## src/rtl/hazard_scoreboard_pkg.sv

```systemverilog
// Shared decode helpers and record types for the hazard scoreboard.
// reg_use() is the single source of truth for operand usage per opcode.
package hazard_scoreboard_pkg;

   localparam logic [6:0] OPC_LUI    = 7'b0110111;
   localparam logic [6:0] OPC_AUIPC  = 7'b0010111;
   localparam logic [6:0] OPC_JAL    = 7'b1101111;
   localparam logic [6:0] OPC_JALR   = 7'b1100111;
   localparam logic [6:0] OPC_BRANCH = 7'b1100011;
   localparam logic [6:0] OPC_LOAD   = 7'b0000011;
   localparam logic [6:0] OPC_STORE  = 7'b0100011;
   localparam logic [6:0] OPC_OPIMM  = 7'b0010011;
   localparam logic [6:0] OPC_OP     = 7'b0110011;

   typedef struct packed {
      logic [4:0] rs1;
      logic [4:0] rs2;
      logic       use1;
      logic       use2;
      logic       wback;
      logic       is_load;
      logic [4:0] rd;
   } reg_use_t;

   typedef struct packed {
      logic       valid;
      logic [4:0] wreg;
      logic       is_load;
   } scb_entry_t;

   function automatic reg_use_t reg_use(input logic [31:0] insn);
      reg_use_t u;
      u     = '0;
      u.rs1 = insn[19:15];
      u.rs2 = insn[24:20];
      u.rd  = insn[11:7];
      case (insn[6:0])
         OPC_OP: begin
            u.use1  = 1'b1;
            u.use2  = 1'b1;
            u.wback = 1'b1;
         end
         OPC_BRANCH, OPC_STORE: begin
            u.use1 = 1'b1;
            u.use2 = 1'b1;
         end
         OPC_OPIMM, OPC_JALR: begin
            u.use1  = 1'b1;
            u.wback = 1'b1;
         end
         OPC_LOAD: begin
            u.use1    = 1'b1;
            u.wback   = 1'b1;
            u.is_load = 1'b1;
         end
         OPC_JAL, OPC_AUIPC, OPC_LUI: u.wback = 1'b1;
         default: ;
      endcase
      // x0 is hardwired zero, so it can never carry a dependency
      if (u.rs1 == 5'd0) u.use1 = 1'b0;
      if (u.rs2 == 5'd0) u.use2 = 1'b0;
      return u;
   endfunction

endpackage

```

## src/rtl/hazard_scoreboard_if.sv

```systemverilog
// Decode-side bundle between the decode stage and the hazard scoreboard.
// The scoreboard takes the slave view, decode drives the master view.
interface hazard_scoreboard_if #(
   parameter int NSTAGES = 3,
   parameter int CNTW    = 32
);
   localparam int SW = $clog2(NSTAGES + 1);

   logic [31:0]     i_insn;
   logic            i_valid;
   logic            i_flush;
   logic            o_if_stall;
   logic            o_de_stall;
   logic            o_issue;
   logic [SW-1:0]   o_fwd_rs1;
   logic [SW-1:0]   o_fwd_rs2;
   logic [CNTW-1:0] o_stall_cycles;

   modport master (
      output i_insn, i_valid, i_flush,
      input  o_if_stall, o_de_stall, o_issue,
      input  o_fwd_rs1, o_fwd_rs2, o_stall_cycles
   );

   modport slave (
      input  i_insn, i_valid, i_flush,
      output o_if_stall, o_de_stall, o_issue,
      output o_fwd_rs1, o_fwd_rs2, o_stall_cycles
   );
endinterface

```

## src/rtl/hazard_scoreboard_reg_use_decode.sv

```systemverilog
// Combinational operand-usage decoder; also used by the dual-issue check.
module reg_use_decode
   import hazard_scoreboard_pkg::*;
(
   input  logic [31:0] i_insn,
   output reg_use_t    o_use
);
   assign o_use = reg_use(i_insn);
endmodule

```

## src/rtl/hazard_scoreboard.sv

```systemverilog
// RAW hazard scoreboard: shadow pipeline of in-flight destinations,
// bypass selects plus load-use stall, or stall-only on any RAW match.
module hazard_scoreboard
   import hazard_scoreboard_pkg::*;
#(
   parameter int NSTAGES = 3,
   parameter int FORWARD = 1,
   parameter int CNTW    = 32
) (
   input  logic                 clk,
   input  logic                 rst,
   hazard_scoreboard_if.slave   bus
);
   localparam int SW = $clog2(NSTAGES + 1);

   scb_entry_t      r_scb [NSTAGES];
   logic [CNTW-1:0] r_cnt;

   reg_use_t      w_use;
   logic [SW-1:0] w_sel1, w_sel2;
   logic          w_hit1, w_hit2;
   logic          w_ld1, w_ld2;
   logic          w_live, w_stall, w_issue;

   reg_use_decode u_dec (
      .i_insn (bus.i_insn),
      .o_use  (w_use)
   );

   // Walk oldest to youngest so the youngest match overwrites older ones
   always_comb begin
      w_sel1 = '0;
      w_sel2 = '0;
      w_hit1 = 1'b0;
      w_hit2 = 1'b0;
      w_ld1  = 1'b0;
      w_ld2  = 1'b0;
      for (int k = NSTAGES - 1; k >= 0; k--) begin
         if (r_scb[k].valid && w_use.use1 &&
             r_scb[k].wreg == w_use.rs1) begin
            w_hit1 = 1'b1;
            w_sel1 = SW'(k + 1);
            w_ld1  = (k == 0) && r_scb[k].is_load;
         end
         if (r_scb[k].valid && w_use.use2 &&
             r_scb[k].wreg == w_use.rs2) begin
            w_hit2 = 1'b1;
            w_sel2 = SW'(k + 1);
            w_ld2  = (k == 0) && r_scb[k].is_load;
         end
      end
   end

   assign w_live  = bus.i_valid && !bus.i_flush;
   assign w_stall = (FORWARD != 0) ? (w_live && (w_ld1 || w_ld2))
                                   : (w_live && (w_hit1 || w_hit2));
   assign w_issue = w_live && !w_stall;

   assign bus.o_if_stall     = w_stall;
   assign bus.o_de_stall     = w_stall;
   assign bus.o_issue        = w_issue;
   assign bus.o_fwd_rs1      = (FORWARD != 0) ? w_sel1 : '0;
   assign bus.o_fwd_rs2      = (FORWARD != 0) ? w_sel2 : '0;
   assign bus.o_stall_cycles = r_cnt;

   always_ff @(posedge clk) begin
      if (rst) begin
         for (int k = 0; k < NSTAGES; k++) r_scb[k] <= '0;
         r_cnt <= '0;
      end else begin
         r_scb[0].valid   <= w_issue && w_use.wback;
         r_scb[0].wreg    <= w_use.rd;
         r_scb[0].is_load <= w_use.is_load;
         for (int k = 1; k < NSTAGES; k++) r_scb[k] <= r_scb[k-1];
         if (w_stall && r_cnt != '1) r_cnt <= r_cnt + CNTW'(1);
      end
   end

endmodule
```

## src/flat_wrapper.sv

```systemverilog
// flat-port wrapper written by rule: the top's interface ports become plain ports
module hazard_scoreboard_flat import hazard_scoreboard_pkg::*;
#(
   parameter int NSTAGES = 3,
   parameter int FORWARD = 1,
   parameter int CNTW    = 32
)
  (clk, rst, bus_i_insn, bus_i_valid, bus_i_flush, bus_o_if_stall, bus_o_de_stall, bus_o_issue, bus_o_fwd_rs1, bus_o_fwd_rs2, bus_o_stall_cycles);
  hazard_scoreboard_if #(.NSTAGES(NSTAGES), .CNTW(CNTW)) bus_i ();
  input  logic clk;
  input  logic rst;
  input wire logic [$bits(bus_i.i_insn)-1:0] bus_i_insn;
  input wire logic [$bits(bus_i.i_valid)-1:0] bus_i_valid;
  input wire logic [$bits(bus_i.i_flush)-1:0] bus_i_flush;
  output wire logic [$bits(bus_i.o_if_stall)-1:0] bus_o_if_stall;
  output wire logic [$bits(bus_i.o_de_stall)-1:0] bus_o_de_stall;
  output wire logic [$bits(bus_i.o_issue)-1:0] bus_o_issue;
  output wire logic [$bits(bus_i.o_fwd_rs1)-1:0] bus_o_fwd_rs1;
  output wire logic [$bits(bus_i.o_fwd_rs2)-1:0] bus_o_fwd_rs2;
  output wire logic [$bits(bus_i.o_stall_cycles)-1:0] bus_o_stall_cycles;
  assign bus_i.i_insn = bus_i_insn;
  assign bus_i.i_valid = bus_i_valid;
  assign bus_i.i_flush = bus_i_flush;
  assign bus_o_if_stall = bus_i.o_if_stall;
  assign bus_o_de_stall = bus_i.o_de_stall;
  assign bus_o_issue = bus_i.o_issue;
  assign bus_o_fwd_rs1 = bus_i.o_fwd_rs1;
  assign bus_o_fwd_rs2 = bus_i.o_fwd_rs2;
  assign bus_o_stall_cycles = bus_i.o_stall_cycles;
  hazard_scoreboard #(.NSTAGES(NSTAGES), .FORWARD(FORWARD), .CNTW(CNTW)) u_core (.clk(clk), .rst(rst), .bus(bus_i));
endmodule
```

## config.mk

```make
export PLATFORM = sky130hd
export DESIGN_NAME = hazard_scoreboard_flat
export DESIGN_NICKNAME = d
export VERILOG_FILES = /design/src/rtl/hazard_scoreboard_pkg.sv /design/src/rtl/hazard_scoreboard_if.sv /design/src/rtl/hazard_scoreboard_reg_use_decode.sv /design/src/rtl/hazard_scoreboard.sv /design/src/flat_wrapper.sv
export SDC_FILE = /design/constraint.sdc
export NUM_CORES = 1
export LEC_CHECK = 0
export ABC_AREA = 1
export ABC_CLOCK_PERIOD_IN_PS = 3600
export BUFFER_PORTS_ARGS = -buffer_cell sky130_fd_sc_hd__buf_2
export CORE_MARGIN = 2
export CORE_UTILIZATION = 30
export CTS_CLUSTER_DIAMETER = 150
export DETAILED_ROUTE_END_ITERATION = 6
export PLACE_DENSITY = 0.51
export SKIP_LAST_GASP = 1
export SYNTH_ARGS = -nofsm -noshare
export SYNTH_HDL_FRONTEND = slang
export SYNTH_SLANG_ARGS = --single-unit
```

## constraint.sdc

```tcl
create_clock -name clk -period 3.6 [get_ports clk]
set_clock_uncertainty 0.05 [all_clocks]
set_input_delay 0.36 -clock clk [delete_from_list [all_inputs] [get_ports clk]]
set_output_delay 0.36 -clock clk [all_outputs]
set_load 0.005 [all_outputs]
```

==> impl_metrics.py, run 1 <==
metrics = {
    "worst_setup_path": {
        "setup.worst_path.class": "flip-flop to primary output",
        "path_max_fanout": 16,
        "timing.critical_path.from_type": "flip-flop",
        "worst-endpoint-arrival_ns": 2.00,
        "timing.critical_path.required_ns": 3.19,
        "timing.rr.end": "u_core.bus.o_stall_cycles[31]",
        "worst_r2r_startpoint": "u_core.bus.o_stall_cycles[0]",
        "rrSetupSlack_ns": 1.20,
        "rr_worst_depth": 12,
        "cp-end-kind": "primary output",
    },
    "power_and_ir_drop": {
        "switching_share_pct": 27.5,
        "p_leak_nw": 1.83,
        "p_int_uw": 747,
        "power.share.sequential_pct": 56.0,
        "total_power_density_per_cell_area_nw_per_um2": 266,
        "power_frac_comb_pct": 9.3,
        "max-vdd-ir-drop_mv": 0.140,
        "power.switching_uw": 283,
        "share_clk_of_total_power_pct": 34.7,
    },
    "status": {
        "run_status": "finished, final reports clean",
    },
    "synthesis": {
        "synth_area_per_cell_um2": 5.90,
        "mappedNetlistArea_um2": 3330,
        "synth_warnings": 0,
        "synth.top_cells.by_area": "dfxtp_1 31%, nor2_1 14%, nand2_1 14%",
        "syn_nets": 601,
        "cell_taking_the_most_area_after_synthesis": "dfxtp_1",
        "synth-edff-count": 0,
        "ys_seq_area_share_pct": 30.7,
        "dominantRegCellSynth": "dfxtp_1",
        "syn_inst": 564,
        "synth_async_sr_flop_share_pct": 0,
        "synthDominantCellAreaShare_pct": 30.7,
        "synthDistinctLibCells": 39,
        "postSynthRegisterBits": 51,
    },
    "clocking": {
        "cts.repair_timing.setup_buffer_count": 0,
        "htree_levels": 2,
        "cts-hold-fix-buffers": 0,
        "tritoncts": "yes",
        "cts.root.buffer_cell": "clkbuf_8",
        "clock_latency_ns": 0.32,
        "cts_buffer_count": 5,
        "cts_resized": 0,
        "clock_sinks": 51,
        "clockBufferDepth": 2,
        "clk_pin_slew_worst_paths_ns": 0.11,
    },
    "floorplanning": {
        "chipHeight_um": 109,
        "starting_density_of_the_core_pct": 30.7,
        "die_area_um2": 11900,
        "die_span_x_um": 109,
        "io_pins": 75,
        "placement_rows": 38,
        "core_region_area_um2": 10800,
    },
    "hold_path": {
        "min-delay-path-class": "input pin to flip-flop",
        "min_path_cells": 3,
        "min_delay_worst_endpoint": "u_core.r_scb[0][1]",
        "holdCritStartpoint": "bus_i_insn[7]",
    },
    "place": {
        "placer_congestion": 0.894,
        "detailed_place.area_um2": 3780,
        "dpl.hpwl_mm": 7.34,
        "buffer_ports.inserted": 64,
    },
    "sta": {
        "period_needed_ns": 2.41,
        "timing_max_transition_violations_final": 0,
        "final-setup-viol-count": 0,
        "final_min_period_over_clock_period_pct": 66.8,
        "totalNegativeSetupSlack_ns": 0,
        "worst-slew-pin-transition_ns": 0.809,
        "maxSlewHeadroom_pct": 46.0,
        "fmax_mhz": 416,
        "final-hold-violation-count": 0,
        "rsz0062_at_grt": "false",
        "whs_ns": 0.183,
    },
    "global_route": {
        "grt_max_degree": 29,
        "antenna_violations_before_repair": 0,
        "gr-total-overflow": 0,
        "grt_pass1_wl_mm": 16.0,
        "via_count_of_the_first_global_routing_pass": 3453,
        "grt_use_total_pct": 16.6,
    },
    "detailed_routing": {
        "routed-via-count": 3623,
        "route.detailed.vias_per_inst": 4.74,
        "drt_drc_violations_left": 0,
        "wirelength_mm": 9.48,
        "drt_first_iter_violations": 160,
        "drtAntennaViolNets": 0,
        "routed_wire_length_per_instance_um": 12.4,
        "dr.pass1.iters": 4,
    },
    "finish": {
        "area_growth_syn_to_layout_pct": 16.4,
        "antenna-diode-count": 0,
        "finalCoreUtilization_pct": 35.7,
        "final_area_um2": 3870,
        "total_nets_final": 661,
        "drive_gt1_share_pct": 14.7,
    },
    "job": {
        "drv.max_cap_violation_count": 0,
    },
}
## cell usage after synthesis, types with 2 or more instances
library cell	number
o21bai_1	9
o21ai_0	15
nand2_1	123
buf_2	3
o21ai_1	2
a221oi_1	4
a21boi_0	2
xor2_1	4
a21oi_1	5
nand3_1	25
buf_1	3
nor2_1	125
inv_2	4
nor2_2	3
inv_1	106
dfxtp_1	51
clkbuf_1	6
nand3_2	2
o22ai_1	7
nand4_1	35
nor3_1	12
## final cells by class
cell class                 instances  area (um2)
tap                              140         175
fill                            1217        6970
sequential                        51        1020
inverter                         110         413
clock buffer                       5        68.8
multi-input combinational        389        1830
clock inverter                     3        25.0
timing repair buffer              67         343
## logic make-up after synthesis
family	synth area share (%)
fa+ha+maj	0.376
buf+inv	14.4
compound gates	9.89
xor+xnor	1.32
flops	30.7
simple gates	43.3
## worst max-delay path: stages (launching register included)
cell	delay, ns
dfxtp_1	0.42
inv_1	0.08
nand2_1	0.06
nand2_1	0.06
nor2_1	0.08
nand2_1	0.07
nor2_2	0.12
nand3_2	0.17
nand2_4	0.15
nand3_4	0.22
inv_1	0.13
buf_2	0.12
## registers in the layout, indices dropped and copies added, names as in the netlist
signal / count
u_core.bus.o_stall_cycles: 32
u_core.r_scb: 19
## how the worst max path moves through the flow
stage                                      start                            end  cells past startpoint
floorplan                         bus_i_insn[21]                 bus_o_if_stall                     10
global placement                   bus_i_insn[3]   u_core.bus.o_stall_cycles[8]                     12
detailed placement  u_core.bus.o_stall_cycles[0]  u_core.bus.o_stall_cycles[31]                     12
CTS                           u_core.r_scb[0][2]                 bus_o_if_stall                     11
global route                  u_core.r_scb[0][2]                 bus_o_de_stall                     11
finish                        u_core.r_scb[0][2]                 bus_o_if_stall                     11
## layer usage
| metal | GRT usage, % | up-vias | wire, um |
|---|---|---|---|
| met5 | 0 | - | 0 |
| met4 | 4.25 | 0 | 110 |
| met3 | 2.67 | 11 | 429 |
| met2 | 28.3 | 64 | 4400 |
| met1 | 21.8 | 1658 | 4540 |
| li1 | - | 1890 | - |
## per-stage QoR
step	power [mW]	std cells	worst slack [ns]
2_1_floorplan	0.648	564	1.69
3_3_place_gp	0.683	757	1.24
3_5_place_dp	0.686	757	1.24
4_1_cts	1.05	765	1.19
5_1_grt	1.09	765	0.934
6_report	1.03	765	1.19
## cell usage in the layout, fill, tap and decap left out, drive strengths merged
cell type,Yosys,final
a211oi,1,1
a21boi,2,2
a21oi,6,6
a221oi,4,4
a31oi,1,1
buf,8,67
clkbuf,6,5
clkinvlp,0,1
dfxtp,51,51
ha,1,1
inv,110,112
nand2,125,125
nand3,28,28
nand3b,1,1
nand4,35,35
nor2,128,128
nor3,13,13
o2111ai,1,1
o211ai,1,1
o21a,1,1
o21ai,17,17
o21bai,10,10
o22ai,7,7
or2,2,2
xnor2,1,1
xor2,4,4
## power by group through the flow
stage | clock [mW] | sequential, mW | combinational (mW)
detailed placement | 0 | 0.590 | 0.0953
global route | 0.400 | 0.579 | 0.109
CTS | 0.378 | 0.577 | 0.0955
floorplan | 0 | 0.588 | 0.0593
finish | 0.357 | 0.577 | 0.0957
global placement | 0 | 0.590 | 0.0929
Note: power is estimated with default switching activity, not from simulation.
==> run 2, diff against run 1 <==
--- a/config.mk
+++ b/config.mk
@@ -6,13 +6,13 @@
 export NUM_CORES = 1
 export LEC_CHECK = 0
 export ABC_AREA = 1
-export ABC_CLOCK_PERIOD_IN_PS = 3600
+export ABC_CLOCK_PERIOD_IN_PS = 2100
 export BUFFER_PORTS_ARGS = -buffer_cell sky130_fd_sc_hd__buf_2
 export CORE_MARGIN = 2
 export CORE_UTILIZATION = 30
 export CTS_CLUSTER_DIAMETER = 150
 export DETAILED_ROUTE_END_ITERATION = 6
-export PLACE_DENSITY = 0.51
+export PLACE_DENSITY = 0.53
 export SKIP_LAST_GASP = 1
 export SYNTH_ARGS = -nofsm -noshare
 export SYNTH_HDL_FRONTEND = slang
==> constraint.sdc (replaced) <==
create_clock -name clk -period 2.1 [get_ports clk]
set_clock_uncertainty 0.05 [all_clocks]
set_input_delay 0.21 -clock clk [delete_from_list [all_inputs] [get_ports clk]]
set_output_delay 0.21 -clock clk [all_outputs]
set_load 0.005 [all_outputs]
==> run 2 against run 1 <==
  * Sequential power increased by 72%
  * Register-to-register slack lost 1.0 ns
  * Worst setup slack got worse by 1.1 ns
  * Global-route usage rose by 0.22 points
  * Design area grew 6.1%
  * Wire length is 2.2% higher
==> impl_metrics.py, run 2 (same netlist as run 1, synthesis figures left out) <==
metrics = {
    "worst_setup_path": {
        "rrSetupSlack_ns": 0.18,
        "timing.critical_path.from_type": "flip-flop",
        "timing.rr.end": "u_core.bus.o_stall_cycles[9]",
        "path_max_fanout": 5,
        "cpMostUsedCell": "nand2_1",
        "critPathMaxStageDelay_ns": 0.39,
        "rr_worst_depth": 13,
        "setup.worst_path.class": "flip-flop to primary output",
        "worst-endpoint-arrival_ns": 1.72,
        "cp-end-kind": "primary output",
        "crit_chain": "inv_2 -> nand2_1 -> nand2_1 -> nor2_1 -> nand2_1 -> nor2_4 -> nand3_4 -> a21oi_2 -> inv_1 -> nand2_1 -> inv_1 -> buf_2",
        "worst_r2r_startpoint": "u_core.r_scb[0][2]",
        "timing.critical_path.required_ns": 1.84,
        "critical_path.slowest_cell": "dfxtp_4",
    },
    "sta": {
        "final-setup-viol-count": 0,
        "final-hold-violation-count": 0,
        "rsz0062_at_grt": "true",
        "timing_max_transition_violations_final": 0,
        "period_needed_ns": 1.98,
        "maxSlewHeadroom_pct": 63.9,
        "worst-slew-pin-transition_ns": 0.541,
        "fmax_mhz": 504,
        "final_min_period_over_clock_period_pct": 94.5,
    },
    "power_and_ir_drop": {
        "p_int_mw": 1.28,
        "p_leak_nw": 1.95,
        "switching_share_pct": 27.8,
        "total_power_density_per_cell_area_nw_per_um2": 433,
        "share_clk_of_total_power_pct": 35.0,
        "power_frac_comb_pct": 9.4,
        "power.share.sequential_pct": 55.6,
        "max-vdd-ir-drop_mv": 0.276,
        "post-layout-total-power_mw": 1.78,
        "power.switching_uw": 495,
    },
    "global_route": {
        "gr-total-overflow": 0,
        "antenna_violations_before_repair": 0,
        "grt_pass1_wl_mm": 15.9,
        "grt_max_degree": 34,
        "via_count_of_the_first_global_routing_pass": 3415,
        "grt_use_total_pct": 16.8,
    },
    "clocking": {
        "cts-hold-fix-buffers": 0,
        "cts_buffer_count": 5,
        "clk_pin_slew_worst_paths_ns": 0.12,
        "clockBufferDepth": 2,
        "clock_latency_ns": 0.32,
        "htree_levels": 2,
        "tritoncts": "yes",
        "cts.root.buffer_cell": "clkbuf_8",
        "clock_sinks": 51,
    },
    "place": {
        "buffer_ports.inserted": 64,
        "placer_congestion": 0.886,
        "dpl.hpwl_mm": 7.36,
    },
    "hold_path": {
        "min_delay_worst_endpoint": "u_core.r_scb[0][2]",
        "holdCritStartpoint": "bus_i_insn[8]",
        "min_path_cells": 3,
        "min-delay-path-class": "input pin to flip-flop",
    },
    "detailed_routing": {
        "drt_drc_violations_left": 0,
        "dr.pass1.iters": 5,
        "wirelength_mm": 9.69,
        "routed-via-count": 3775,
        "route.detailed.vias_per_inst": 4.80,
        "routed_wire_length_per_instance_um": 12.3,
        "drtAntennaViolNets": 0,
        "drt_first_iter_violations": 230,
    },
    "job": {
        "drv.max_cap_violation_count": 0,
    },
    "status": {
        "run_status": "finished, final reports clean",
    },
    "floorplanning": {
        "placement_rows": 38,
        "die_span_x_um": 109,
        "starting_density_of_the_core_pct": 30.7,
        "chipHeight_um": 109,
        "io_pins": 75,
        "die_area_um2": 11900,
        "core_region_area_um2": 10800,
    },
    "finish": {
        "antenna-diode-count": 0,
        "number_of_flip_flops_under_the_largest_register_name": 32,
        "area_growth_syn_to_layout_pct": 23.6,
        "finalCoreUtilization_pct": 37.9,
        "num-fill-cells": 1207,
        "total_nets_final": 682,
        "layout_commonest_cell": "nand2_1",
        "most-common-layout-cells": "122 x nand2_1, 120 x nor2_1, 103 x inv_1",
        "drive_gt1_share_pct": 20.3,
    },
}
-- run 2: changes by cell type in the layout (fill, tap and decap cells not counted), sizes merged --
cell / delta
clkinvlp: -1
clkinv: +1
buf: +21
-- run 2: worst max-delay path by stage --
stage	startpoint	endpoint	slack (ns)	cells after the start
2_1_floorplan	u_core.bus.o_stall_cycles[0]	u_core.bus.o_stall_cycles[5]	0.30	13
3_3_place_gp	u_core.bus.o_stall_cycles[0]	u_core.bus.o_stall_cycles[29]	0.13	12
3_5_place_dp	u_core.bus.o_stall_cycles[0]	u_core.bus.o_stall_cycles[1]	0.08	10
4_1_cts	u_core.r_scb[0][4]	bus_o_issue	0.02	12
5_1_grt	u_core.r_scb[0][3]	bus_o_issue	-0.03	12
6_report	u_core.r_scb[0][2]	bus_o_issue	0.12	12
-- run 2: layout make-up --
type | count | area [um2] | share of cell area [%]
clock inverters | 3 | 26.3 | 0.639
well taps | 140 | 175 | 4.26
flip-flops and latches | 51 | 1030 | 25.1
multi-input cells | 389 | 1870 | 45.4
repair buffers | 88 | 526 | 12.8
inverters | 110 | 413 | 10.0
clock buffers | 5 | 68.8 | 1.67
-- run 2: through the flow --
| stage | hold WS, ns | cell area (um2) | TNS (ns) | setup WS, ns | std cells |
|---|---|---|---|---|---|
| floorplan | 0.267 | 3330 | 0 | 0.301 | 564 |
| global placement | 0.366 | 3890 | 0 | 0.128 | 769 |
| detailed placement | 0.371 | 3890 | 0 | 0.0790 | 769 |
| CTS | 0.00898 | 4010 | 0 | 0.0194 | 778 |
| global route | 0.00386 | 4110 | -0.0576 | -0.0295 | 786 |
| finish | 0.0190 | 4110 | 0 | 0.115 | 786 |
-- run 2: power by group through the flow --
stage / combinational (mW) / sequential, mW / clock [mW]
3_5_place_dp: 0.164 / 1.01 / 0
5_1_grt: 0.190 / 0.992 / 0.702
6_report: 0.166 / 0.990 / 0.623
3_3_place_gp: 0.159 / 1.01 / 0
4_1_cts: 0.165 / 0.990 / 0.653
2_1_floorplan: 0.102 / 1.01 / 0
-- run 2: repair_timing --
item | 4_1_cts | 5_1_grt
pin swaps | 0 | 6
endpoints found under the setup margin | 3 | 30
setup buffers | 1 | 8
resized for setup | 3 | 19
-- run 2: per-layer routing --
metal	up-vias	GRT usage, %	share of wire, %
met5	-	0	0
met4	0	5.61	1.5
met3	12	2.37	5.6
met2	104	29.6	49
met1	1729	21.0	44
li1	1930	-	-
-- run 2: critical path, delay by kind of cell, from the launching register on --
family / cells / cell delay [ns]
flip-flops: 1 / 0.39
buffers and inverters: 4 / 0.25
AO/OA/AOI/OAI: 1 / 0.17
AND/OR/NAND/NOR: 7 / 0.60
==> run 3, diff against run 2 <==
--- a/config.mk
+++ b/config.mk
@@ -8,11 +8,10 @@
 export ABC_AREA = 1
 export ABC_CLOCK_PERIOD_IN_PS = 2100
 export BUFFER_PORTS_ARGS = -buffer_cell sky130_fd_sc_hd__buf_2
-export CORE_MARGIN = 2
 export CORE_UTILIZATION = 30
 export CTS_CLUSTER_DIAMETER = 150
 export DETAILED_ROUTE_END_ITERATION = 6
-export PLACE_DENSITY = 0.53
+export PLACE_DENSITY = 0.56
 export SKIP_LAST_GASP = 1
 export SYNTH_ARGS = -nofsm -noshare
 export SYNTH_HDL_FRONTEND = slang
==> run 3 against run 2 <==
  * Die area down 3.6%
  * Non-clock buffer count up 1
  * Design area up 0.91%
  * Largest power group unchanged
==> impl_metrics.py, run 3 (same netlist as run 1, synthesis figures left out) <==
metrics = {
    "worst_setup_path": {
        "path_max_fanout": 5,
        "cp-end-kind": "primary output",
        "critical_path.slowest_cell": "dfxtp_4",
        "worst_path_dominant_cell_family": "simple AND/OR/NAND/NOR gates",
        "worst-endpoint-arrival_ns": 1.71,
        "rr_worst_depth": 13,
        "timing.critical_path.required_ns": 1.84,
        "cpMostUsedCell": "nand2_1",
        "critPathMaxStageDelay_ns": 0.39,
        "timing.critical_path.from_type": "flip-flop",
        "critPathBufInv": 4,
        "path_depth": 12,
        "crit_chain": "inv_2 -> nand2_1 -> nand2_1 -> nor2_1 -> nand2_1 -> nor2_4 -> nand3_4 -> a21oi_2 -> inv_1 -> nand2_1 -> inv_1 -> buf_2",
        "setup.worst_path.class": "flip-flop to primary output",
    },
    "floorplanning": {
        "die_span_x_um": 107,
        "io_pins": 75,
        "die_area_um2": 11500,
        "chipHeight_um": 107,
        "core_region_area_um2": 10800,
        "starting_density_of_the_core_pct": 30.7,
        "placement_rows": 38,
    },
    "sta": {
        "timing_max_transition_violations_final": 0,
        "maxSlewHeadroom_pct": 47.3,
        "final-setup-viol-count": 0,
        "final-hold-violation-count": 0,
        "whs_ns": 0.0265,
        "period_needed_ns": 1.97,
        "fmax_mhz": 507,
        "crit_path_setup_slack_layout_ns": 0.127,
        "totalNegativeSetupSlack_ns": 0,
        "final_min_period_over_clock_period_pct": 94.0,
        "worst-slew-pin-transition_ns": 0.789,
    },
    "power_and_ir_drop": {
        "power.share.sequential_pct": 49.6,
        "share_clk_of_total_power_pct": 41.9,
        "post-layout-total-power_mw": 2.00,
        "power.switching_uw": 482,
        "power_frac_comb_pct": 8.5,
        "total_power_density_per_cell_area_nw_per_um2": 482,
        "switching_share_pct": 24.1,
        "p_leak_nw": 1.96,
        "max-vdd-ir-drop_mv": 0.285,
        "p_int_mw": 1.52,
    },
    "finish": {
        "num-fill-cells": 1176,
        "area_growth_syn_to_layout_pct": 24.7,
        "number_of_flip_flops_under_the_largest_register_name": 32,
        "total_nets_final": 683,
        "drive_gt1_share_pct": 19.8,
        "count_of_non_filler_cells_in_the_finished_layout": 787,
        "antenna-diode-count": 0,
        "most-common-layout-cells": "122 x nand2_1, 122 x nor2_1, 103 x inv_1",
    },
    "detailed_routing": {
        "drt_first_iter_violations": 158,
        "routed-via-count": 3743,
        "dr.pass1.iters": 4,
        "route.detailed.vias_per_inst": 4.76,
        "routed_wire_length_per_instance_um": 12.2,
        "wirelength_mm": 9.58,
        "drtAntennaViolNets": 0,
        "drt_drc_violations_left": 0,
    },
    "place": {
        "buffer_ports.inserted": 64,
        "placer_congestion": 0.889,
        "dp.cells": 775,
        "dpl.hpwl_mm": 7.33,
        "post-place-ws_ns": 0.0757,
    },
    "global_route": {
        "grt_pass1_wl_mm": 15.6,
        "via_count_of_the_first_global_routing_pass": 3394,
        "grt_max_degree": 23,
        "grt_use_total_pct": 17.1,
        "antenna_violations_before_repair": 0,
        "gr-total-overflow": 0,
    },
    "hold_path": {
        "min_path_cells": 3,
        "min-delay-path-class": "input pin to flip-flop",
    },
    "clocking": {
        "cts_buffer_count": 5,
        "clock_latency_ns": 0.32,
        "cts.root.buffer_cell": "clkbuf_8",
        "clockBufferDepth": 2,
        "clk_pin_slew_worst_paths_ns": 0.11,
        "htree_levels": 2,
        "clock_sinks": 51,
        "tritoncts": "yes",
    },
    "status": {
        "run_status": "finished, final reports clean",
    },
    "job": {
        "drv.max_cap_violation_count": 0,
    },
}
-- run 3: per-stage QoR --
step	cell area [um2]	util (%)
after detailed placement	3930	36.2
after CTS	4080	37.7
after global placement	3930	36.2
after floorplan	3330	-
final	4150	38.3
after global routing	4150	38.3
-- run 3: what timing repair did --
| item | in CTS | in global routing |
|---|---|---|
| resized for setup | 2 | 18 |
| endpoints found under the setup margin | 3 | 30 |
| hold buffers | 0 | 0 |
| pin swaps | 0 | 5 |
| buffers inserted | 1 | 3 |
| cloned | 0 | 0 |
-- run 3: cell type report --
cell class	count	area [um2]	share of cell area (%)
clock buffers	5	68.8	1.66
inverters	110	413	9.95
well taps	140	175	4.22
multi-input cells	389	1870	45.1
clock inverters	3	67.6	1.63
flip-flops and latches	51	1030	24.9
repair buffers	89	520	12.5
-- run 3: worst paths after layout --
| check | start | to | slack (ns) |
|---|---|---|---|
| min reg2reg | u_core.r_scb[0][4] | u_core.r_scb[0][11] | 0.42 |
| min | bus_i_insn[8] | u_core.r_scb[0][2] | 0.03 |
| max | u_core.r_scb[0][2] | bus_o_issue | 0.13 |
| max reg2reg | u_core.bus.o_stall_cycles[0] | u_core.bus.o_stall_cycles[25] | 0.20 |
-- run 3: per-layer routing --
layer | global-route usage, % | vias to the layer above | wire [um]
met5 | 0 | - | 0
met4 | 6.65 | 0 | 197
li1 | - | 1932 | -
met2 | 29.1 | 107 | 4420
met1 | 21.6 | 1687 | 4490
met3 | 2.60 | 17 | 467
-- run 3: power by group through the flow --
stage	clock network, mW	logic, mW	registers, mW
global placement	0	0.164	1.01
detailed placement	0	0.168	1.01
floorplan	0	0.102	1.01
CTS	0.857	0.169	0.990
global route	0.883	0.191	0.992
finish	0.838	0.170	0.990
-- run 3: worst register-to-register path, stage by stage, from the launching register on --
cell and delay, ns:
dfxtp_1 0.35, ha_2 0.20, nand2_2 0.09, nor2_4 0.16
nand3_4 0.11, nor2_1 0.10, nand3_1 0.13, buf_4 0.21
inv_1 0.10, nor2_1 0.08, inv_1 0.06, nor2_1 0.04
nor2_1 0.08, nor2_1 0.05
